## src/rtl/sap_ctrl_seq_pkg.sv

```systemverilog
// Shared constants for the SAP controller-sequencer.
//   - opcode values (IR upper nibble)
//   - T-state bit indices into the one-hot ring
//   - control-word bit positions and width
//   - one-hot ring state encoding
package sap_ctrl_pkg;

  localparam int OP_W     = 4;
  localparam int CON_W    = 12;
  localparam int T_STATES = 6;

  localparam logic [OP_W-1:0] OP_LDA = 4'b0000;
  localparam logic [OP_W-1:0] OP_ADD = 4'b0001;
  localparam logic [OP_W-1:0] OP_SUB = 4'b0010;
  localparam logic [OP_W-1:0] OP_OUT = 4'b1110;
  localparam logic [OP_W-1:0] OP_HLT = 4'b1111;

  localparam int T1 = 0;
  localparam int T2 = 1;
  localparam int T3 = 2;
  localparam int T4 = 3;
  localparam int T5 = 4;
  localparam int T6 = 5;

  localparam int CON_CP = 11;
  localparam int CON_EP = 10;
  localparam int CON_LM = 9;
  localparam int CON_CE = 8;
  localparam int CON_LI = 7;
  localparam int CON_EI = 6;
  localparam int CON_LA = 5;
  localparam int CON_EA = 4;
  localparam int CON_SU = 3;
  localparam int CON_EU = 2;
  localparam int CON_LB = 1;
  localparam int CON_LO = 0;

  typedef enum logic [T_STATES-1:0] {
    S_T1 = 6'b000001,
    S_T2 = 6'b000010,
    S_T3 = 6'b000100,
    S_T4 = 6'b001000,
    S_T5 = 6'b010000,
    S_T6 = 6'b100000
  } ring_e;

  function automatic logic [CON_W-1:0] con_bit(input int idx);
    logic [CON_W-1:0] v;
    v = '0;
    v[idx] = 1'b1;
    return v;
  endfunction

endpackage

```

## src/rtl/sap_ctrl_seq_if.sv

```systemverilog
// Control-side bundle between the sequencer and the rest of the machine.
//   run     : 1 = ring advances, 0 = pause
//   opcode  : IR[7:4], meaningful from T4 onward
//   con     : 12-bit control word
//   hlt     : sticky halt flag
//   t_state : one-hot ring, bit0 = T1
// master drives run/opcode; slave (the sequencer) drives the rest.
interface sap_ctrl_seq_if
  import sap_ctrl_pkg::*;
#(
  parameter int OP_W = 4
);
  logic                run;
  logic [OP_W-1:0]     opcode;
  logic [CON_W-1:0]    con;
  logic                hlt;
  logic [T_STATES-1:0] t_state;

  modport master (output run, output opcode, input con, input hlt, input t_state);
  modport slave  (input run, input opcode, output con, output hlt, output t_state);
endinterface

```

## src/rtl/sap_ctrl_seq_t_ring.sv

```systemverilog
// Six-state one-hot ring counter timing fetch (T1-T3) and execute (T4-T6).
//   clk       : system clock
//   clr       : synchronous active-high reset, forces T1
//   en_i      : advance one state on this edge
//   t_state_o : current one-hot state, bit0 = T1
//
// state | meaning
// S_T1  | fetch: PC onto bus, load MAR
// S_T2  | fetch: increment PC
// S_T3  | fetch: RAM onto bus, load IR
// S_T4  | execute step 1
// S_T5  | execute step 2
// S_T6  | execute step 3, then wrap to T1
module t_ring
  import sap_ctrl_pkg::*;
(
  input  logic                clk,
  input  logic                clr,
  input  logic                en_i,
  output logic [T_STATES-1:0] t_state_o
);

  ring_e state_q, state_d;

  always_ff @(posedge clk) begin
    if (clr) state_q <= S_T1;
    else     state_q <= state_d;
  end

  always_comb begin
    state_d = state_q;
    if (en_i) begin
      case (state_q)
        S_T1:    state_d = S_T2;
        S_T2:    state_d = S_T3;
        S_T3:    state_d = S_T4;
        S_T4:    state_d = S_T5;
        S_T5:    state_d = S_T6;
        S_T6:    state_d = S_T1;
        // a corrupted (non one-hot) ring restarts the instruction
        default: state_d = S_T1;
      endcase
    end
  end

  assign t_state_o = state_q;

endmodule

```

## src/rtl/sap_ctrl_seq.sv

```systemverilog
// Controller-sequencer for the 8-bit bus machine.
//   clk : system clock, all state on rising edge
//   clr : synchronous active-high reset
//   bus : sap_ctrl_seq_if.slave (run, opcode in; con, hlt, t_state out)
// Decodes the ring state and opcode into the control word and owns the
// sticky halt flag. It is the only driver of any bus-enable line.
module sap_ctrl_seq
  import sap_ctrl_pkg::*;
#(
  parameter int OP_W     = 4,
  parameter int T_STATES = 6
)(
  input  logic            clk,
  input  logic            clr,
  sap_ctrl_seq_if.slave   bus
);

  if (T_STATES != 6 || OP_W != 4) begin : g_bad_param
    $error("sap_ctrl_seq supports only T_STATES=6 and OP_W=4");
  end

  logic [5:0]       t_state;
  logic             hlt_q, hlt_d;
  logic             ring_en;
  logic [CON_W-1:0] con_c;

  assign ring_en = bus.run & ~hlt_q;

  t_ring u_ring (
    .clk       (clk),
    .clr       (clr),
    .en_i      (ring_en),
    .t_state_o (t_state)
  );

  // Halt is taken on the edge that ends T4, so the ring lands in T5 and freezes.
  always_comb begin
    hlt_d = hlt_q;
    if (bus.run && t_state[T4] && bus.opcode == OP_HLT) hlt_d = 1'b1;
  end

  always_ff @(posedge clk) begin
    if (clr) hlt_q <= 1'b0;
    else     hlt_q <= hlt_d;
  end

  always_comb begin
    con_c = '0;
    if (!clr && bus.run && !hlt_q) begin
      if (t_state[T1]) begin
        con_c = con_bit(CON_EP) | con_bit(CON_LM);
      end else if (t_state[T2]) begin
        con_c = con_bit(CON_CP);
      end else if (t_state[T3]) begin
        con_c = con_bit(CON_CE) | con_bit(CON_LI);
      end else if (t_state[T4]) begin
        case (bus.opcode)
          OP_LDA, OP_ADD, OP_SUB: con_c = con_bit(CON_EI) | con_bit(CON_LM);
          OP_OUT:                 con_c = con_bit(CON_EA) | con_bit(CON_LO);
          default:                con_c = '0;
        endcase
      end else if (t_state[T5]) begin
        case (bus.opcode)
          OP_LDA:         con_c = con_bit(CON_CE) | con_bit(CON_LA);
          OP_ADD, OP_SUB: con_c = con_bit(CON_CE) | con_bit(CON_LB);
          default:        con_c = '0;
        endcase
      end else if (t_state[T6]) begin
        case (bus.opcode)
          OP_ADD:  con_c = con_bit(CON_EU) | con_bit(CON_LA);
          OP_SUB:  con_c = con_bit(CON_EU) | con_bit(CON_LA) | con_bit(CON_SU);
          default: con_c = '0;
        endcase
      end
    end
  end

  assign bus.con     = con_c;
  assign bus.hlt     = hlt_q;
  assign bus.t_state = t_state;

endmodule

```

## src/flat_wrapper.sv

```systemverilog
// flat-port wrapper written by rule: the top's interface ports become plain ports
module sap_ctrl_seq_flat import sap_ctrl_pkg::*;
#(
  parameter int OP_W     = 4,
  parameter int T_STATES = 6
)
  (clk, clr, bus_run, bus_opcode, bus_con, bus_hlt, bus_t_state);
  sap_ctrl_seq_if #(.OP_W(OP_W)) bus_i ();
  input  logic clk;
  input  logic clr;
  input wire logic [$bits(bus_i.run)-1:0] bus_run;
  input wire logic [$bits(bus_i.opcode)-1:0] bus_opcode;
  output wire logic [$bits(bus_i.con)-1:0] bus_con;
  output wire logic [$bits(bus_i.hlt)-1:0] bus_hlt;
  output wire logic [$bits(bus_i.t_state)-1:0] bus_t_state;
  assign bus_i.run = bus_run;
  assign bus_i.opcode = bus_opcode;
  assign bus_con = bus_i.con;
  assign bus_hlt = bus_i.hlt;
  assign bus_t_state = bus_i.t_state;
  sap_ctrl_seq #(.OP_W(OP_W), .T_STATES(T_STATES)) u_core (.clk(clk), .clr(clr), .bus(bus_i));
endmodule
```

## config.mk

```make
export PLATFORM = sky130hd
export DESIGN_NAME = sap_ctrl_seq_flat
export DESIGN_NICKNAME = d
export VERILOG_FILES = /design/src/rtl/sap_ctrl_seq_pkg.sv /design/src/rtl/sap_ctrl_seq_if.sv /design/src/rtl/sap_ctrl_seq_t_ring.sv /design/src/rtl/sap_ctrl_seq.sv /design/src/flat_wrapper.sv
export SDC_FILE = /design/constraint.sdc
export NUM_CORES = 1
export LEC_CHECK = 0
export ABC_AREA = 1
export CELL_PAD_IN_SITES_DETAIL_PLACEMENT = 1
export CELL_PAD_IN_SITES_GLOBAL_PLACEMENT = 2
export CORE_ASPECT_RATIO = 0.5
export CORE_MARGIN = 5
export CORE_UTILIZATION = 20
export CTS_CLUSTER_SIZE = 20
export DETAILED_ROUTE_END_ITERATION = 16
export PLACE_DENSITY_LB_ADDON = 0.25
export SKIP_CTS_REPAIR_TIMING = 1
export SLEW_MARGIN = 20
export SYNTH_ARGS = -nofsm -noshare
export SYNTH_HDL_FRONTEND = slang
export SYNTH_HIERARCHICAL = 1
export SYNTH_SLANG_ARGS = --single-unit
```

## constraint.sdc

```tcl
create_clock -name clk -period 1.37 [get_ports clk]
set_input_delay 0.274 -clock clk [delete_from_list [all_inputs] [get_ports clk]]
set_output_delay 0.274 -clock clk [all_outputs]
set_load 0.05 [all_outputs]
```

# Yosys cells after proc, flatten, opt, wreduce, memory -nomap -nowiden
# Index checks and enable logic that the tools add are counted.
[word_totals]
ff_bits = 7
latch_bits = 0
mem_bits_rw = 0
mem_bits_ro = 0
in_bits = 7
output_inout_bits = 19
word_cells = 33
mem_count = 0
[classes]
addsub = 0
multipliers = 0
div = 0
magnitude_cmp = 0
eq_ne = 9
shifts = 0
muxes = 11
n_bitwise = 2
reduce_logical = 9
[op_table]
columns = ["operator", "n"]
rows = [
  ["$mux 12", 7],
  ["$pmux 6 s5", 1],
  ["$pmux 10 s2", 1],
  ["$pmux 9 s2", 1],
  ["$pmux 6 s2", 1],
  ["$eq 4x4->1 const B", 2],
  ["$eq 6x1->1 const B", 1],
  ["$eq 6x2->1 const B", 1],
  ["$eq 6x3->1 const B", 1],
  ["$eq 6x4->1 const B", 1],
  ["$eq 6x5->1 const B", 1],
  ["$eq 4x1->1 const B", 1],
  ["$eq 4x2->1 const B", 1],
  ["$logic_and 1x1->1", 4],
  ["$logic_not 4->1", 1],
  ["$reduce_or 3->1", 1],
  ["$logic_not 1->1", 2],
  ["$reduce_or 2->1", 1],
  ["$and 1x1->1", 1],
  ["$not 1->1", 1],
]

# Longest topological paths before layout
[depth]
ltp_word = 9
mapped_depth = 7
depth_no_buf = 7

# By module
# Netlist, hierarchy kept.
[modules_own_cells]
columns = ["module", "n_inst", "cells_per_inst", "area_per_inst_um2", "seq_area_each_um2"]
rows = [
  ["t_ring", 1, 45, 314.1, 120.1],
  ["sap_ctrl_seq", 1, 53, 286.5, 20.0],
]

# Worst setup path after synthesis
# No wires, ideal clock.
[synth_path]
path_type = "reg-to-output"
start = "reg u_core.u_ring.state_q[0] (netlist: u_core/u_ring/t_state_o[0])"
end = "out bus_con[9]"
t_arrival_ns = 2.059
t_required_ns = 1.096
setup_slack_ns = -0.963
path_stages_with_launch = 3
n_path_buf = 0
cell_sequence = "dfxtp_1 > inv_1 > o21ai_0"
[synth_between]
elab_chain_cells = 2
[synth_lines]
columns = ["item", "line_no", "rtl"]
rows = [
  ["start: declaration", "sap_ctrl_seq_t_ring.sv:23", "ring_e state_q, state_d;"],
  ["start signal: assignment", "sap_ctrl_seq_t_ring.sv:27", "else state_q <= state_d;"],
  ["$mux 12", "sap_ctrl_seq.sv:50", "if (t_state[T1]) begin"],
  ["$mux 12", "sap_ctrl_seq.sv:49", "if (!clr && bus.run && !hlt_q) begin"],
  ["end: declaration", "flat_wrapper.sv:13", "output wire logic [$bits(bus_i.con)-1:0] bus_con;"],
]
# No other way between the ends.

# Worst setup path in the final report
[layout_path]
start = "reg u_core.hlt_q (netlist: u_core/bus.hlt)"
end = "out bus_con[0]"
[layout_between]
elab_chain_cells = 3
[layout_lines]
columns = ["item", "line_no", "rtl"]
rows = [
  ["start: declaration", "sap_ctrl_seq.sv:23", "logic hlt_q, hlt_d;"],
  ["start signal: assignment", "sap_ctrl_seq.sv:44", "else hlt_q <= hlt_d;"],
  ["$logic_not 1->1", "sap_ctrl_seq.sv:49", ""],
  ["$logic_and 1x1->1", "sap_ctrl_seq.sv:49", ""],
  ["$mux 12", "sap_ctrl_seq.sv:49", ""],
]
# No other way between the ends.

==> results.sh <==
export IMPL_multi_input_area_um2=548.0
export IMPL_synth_adder_area_share=0
export IMPL_synth_cell_type_count=20
export IMPL_r2r_start="u_core/u_ring/t_state_o[2]$_SDFFE_PP0P_"
export IMPL_fin_crit_sh=1.150
export IMPL_synth_top_family_by_area="simple AND/OR/NAND/NOR gates"
export IMPL_seqCellArea_um2=158.9
export IMPL_synthSimpleGateAreaFrac=0.4729
export IMPL_via_count=786
export IMPL_fin_worst_skew_ns=0.0008846
export IMPL_ys_flop_type="dfxtp_1"
export IMPL_stdcell_area_um2=1473
export IMPL_syn_inst=98
export IMPL_min_path_type="in2reg"
export IMPL_synth_ff_latch_count=7
export IMPL_port_buffers=25
export IMPL_viasPerCell=4.272
export IMPL_status="finished, violations left"
export IMPL_worstPathMaxFanout=3
export IMPL_grt_ovfl_total=0
export IMPL_slew_headroom=0.8305
export IMPL_end_kind="primary output"
export IMPL_timing_final_ws_setup_ns=-0.2056
export IMPL_nets=152
export IMPL_hold_viol_final=0
export IMPL_dp_hpwl_mm=1.855
export IMPL_drive_gt1_frac=0.6042
export IMPL_area_growth_pct=145.2
export IMPL_grt_use_total=0.1079
export IMPL_critPathRequiredTime_ns=1.10
export IMPL_synth_edf_count=0
export IMPL_swShare=0.3451
export IMPL_critPathLaunchType="flop"
export IMPL_fin_util=0.5004
export IMPL_wire_per_inst_um=12.38
export IMPL_core_um2=2943
export IMPL_clock_latency_ns=0.22
export IMPL_finalSetupViolations=12
export IMPL_power_internal_uw=581.4
export IMPL_pre_cts_ws_ns=-0.4457
export IMPL_min_path_cells=3
export IMPL_cts_htree_levels=1
export IMPL_syn_mean_instance_area_um2=6.128
export IMPL_cts_clk_slew_worst_paths_ns=0.04
export IMPL_syn_cell_area_um2=600.6
export IMPL_insertedDiodeCount=0
export IMPL_layout_common_cells="buf_12 (19), buf_4 (19), inv_1 (15), nor2_4 (11), nand2_1 (9)"
export IMPL_maxCapViolCount=0
export IMPL_grt_pass1_vias=807
export IMPL_regToRegSetupSlack_ns=0.24
export IMPL_power_density_nw_per_um2=602.8
export IMPL_yosys_area_share_xor_xnor=0
export IMPL_rows=14
export IMPL_dpl_cell_area_um2=1311
export IMPL_hp_start="clr"
export IMPL_routed_wl_mm=2.278
export IMPL_die_w_um=87.50
export IMPL_ff2ff_path_depth=6
export IMPL_arrival_ns=1.30
export IMPL_cts_tree="built"
export IMPL_dieArea_um2=4265
export IMPL_io_pins=26
export IMPL_drc=0
export IMPL_timing_fmax_mhz=634.7
export IMPL_num_fill_cells=337
export IMPL_crit_type="reg2out"
export IMPL_synth_seq_area_share=0.2333
export IMPL_ant_nets=0
export IMPL_cts_root_buffer="clkbuf_8"
export IMPL_worst_r2r_endpoint="u_core/u_ring/t_state_o[0]$_SDFFE_PP1P_"
export IMPL_rsz0062_at_grt="true"
export IMPL_grt_pass1_wl_mm=3.746
export IMPL_worst_pin_slew_ns=0.2539
export IMPL_syn_num_nets=105
export IMPL_cts_buffers=3
export IMPL_p_leak_nw=0.6503
export IMPL_violations="setup timing"
export IMPL_power_switching_uw=306.3
export IMPL_yosysWarnings=6
export IMPL_place_gp_congestion=0.7073
export IMPL_seqPwrFrac=0.260
export IMPL_grt_max_degree=10
export IMPL_min_period_ns=1.576
export IMPL_dr_pass1_iters=2
export IMPL_die_h_um=48.75
export IMPL_numClockSinks=7
export IMPL_p_clk_frac=0.313
export IMPL_antenna_found_initial=0
export IMPL_combPwrFrac=0.426
export IMPL_synth_async_reset_ratio=0
export IMPL_initial_utilization=0.2041
export IMPL_synthMuxAreaShare=0
export IMPL_peakVddDrop_v=0.0002762
export IMPL_slew_violations=0
export IMPL_clk_path_buf_depth=2
export IMPL_min_to="u_core/bus.hlt$_SDFFE_PP0P_"
export IMPL_drt_initial_drc_count=23
export IMPL_synth_compound_area_share=0.1500
cells in the mapped netlist (2+ instances only):
cell	count	area share
nor2_1	19	0.12
nand4_1	2	0.021
nor3_1	2	0.017
nand2_2	2	0.021
dfxtp_1	7	0.23
o21ai_0	6	0.050
nand2_1	13	0.081
a21oi_1	4	0.033
nand3_1	7	0.058
inv_1	18	0.11
a21oi_2	4	0.058
nor2_2	6	0.063
per-stage QoR:
step	setup TNS, ns	power [mW]	std cells	hold slack (ns)
2_1_floorplan	-1.014	0.4118	98	0.3334
3_3_place_gp	-4.808	0.5787	178	0.4869
3_5_place_dp	-5.133	0.5841	178	0.4929
4_1_cts	-4.637	0.8675	182	0.4992
5_1_grt	-2.518	0.9361	184	0.3964
6_report	-1.819	0.8877	184	0.3796
flip-flops by register name, summed over array words and instances, names as in the netlist:
signal                   count
u_core/u_ring/t_state_o      6
u_core/bus.hlt               1
per-layer routing:
layer  vias to the layer above  wire length (um)  global-route usage  share of wire
li1                        399                 -                   -              -
met1                       376               979              0.1426           0.43
met2                         9              1209              0.1750           0.53
met3                         2                63             0.01356          0.028
met4                         0                25             0.04592          0.011
met5                         -                 0                   0              0
critical path: stages (launching register included):
cell,delay (ns)
dfxtp_4,0.34
inv_4,0.06
nand3b_4,0.10
nor2_4,0.18
nand2_4,0.09
nor2_4,0.15
buf_12,0.16
power groups by stage:
stage / Sequential [mW] / Clock (mW) / Combinational (mW)
after floorplan: 0.284 / 0 / 0.127
after global placement: 0.233 / 0 / 0.346
after detailed placement: 0.234 / 0 / 0.351
after CTS: 0.230 / 0.286 / 0.351
after global routing: 0.234 / 0.297 / 0.405
final: 0.231 / 0.278 / 0.378
logic make-up after synthesis:
group | count (synthesis)
AND/OR/NAND/NOR | 56
buffers and inverters | 20
AO/OA/AOI/OAI | 15
flip-flops | 7
layout make-up:
| type | instances | area share |
|---|---|---|
| Clock buffer | 4 | 0.03059 |
| Inverter | 18 | 0.04928 |
| Multi-Input combinational cell | 71 | 0.3721 |
| Sequential cell | 7 | 0.1079 |
| Tap cell | 40 | 0.03398 |
| Timing Repair Buffer | 44 | 0.4061 |
how the worst max path moves through the flow:
| stage | from | to | slack, ns | cells after the start |
|---|---|---|---|---|
| global placement | bus_run | bus_con[5] | -0.42 | 6 |
| detailed placement | bus_run | bus_con[5] | -0.45 | 6 |
| global route | u_core/bus.hlt$_SDFFE_PP0P_ | bus_con[0] | -0.27 | 6 |
| CTS | bus_run | bus_con[5] | -0.44 | 6 |
| floorplan | u_core/bus.hlt$_SDFFE_PP0P_ | bus_con[4] | -0.20 | 6 |
| finish | u_core/bus.hlt$_SDFFE_PP0P_ | bus_con[0] | -0.21 | 6 |
Power figures use the tool's default switching activity.
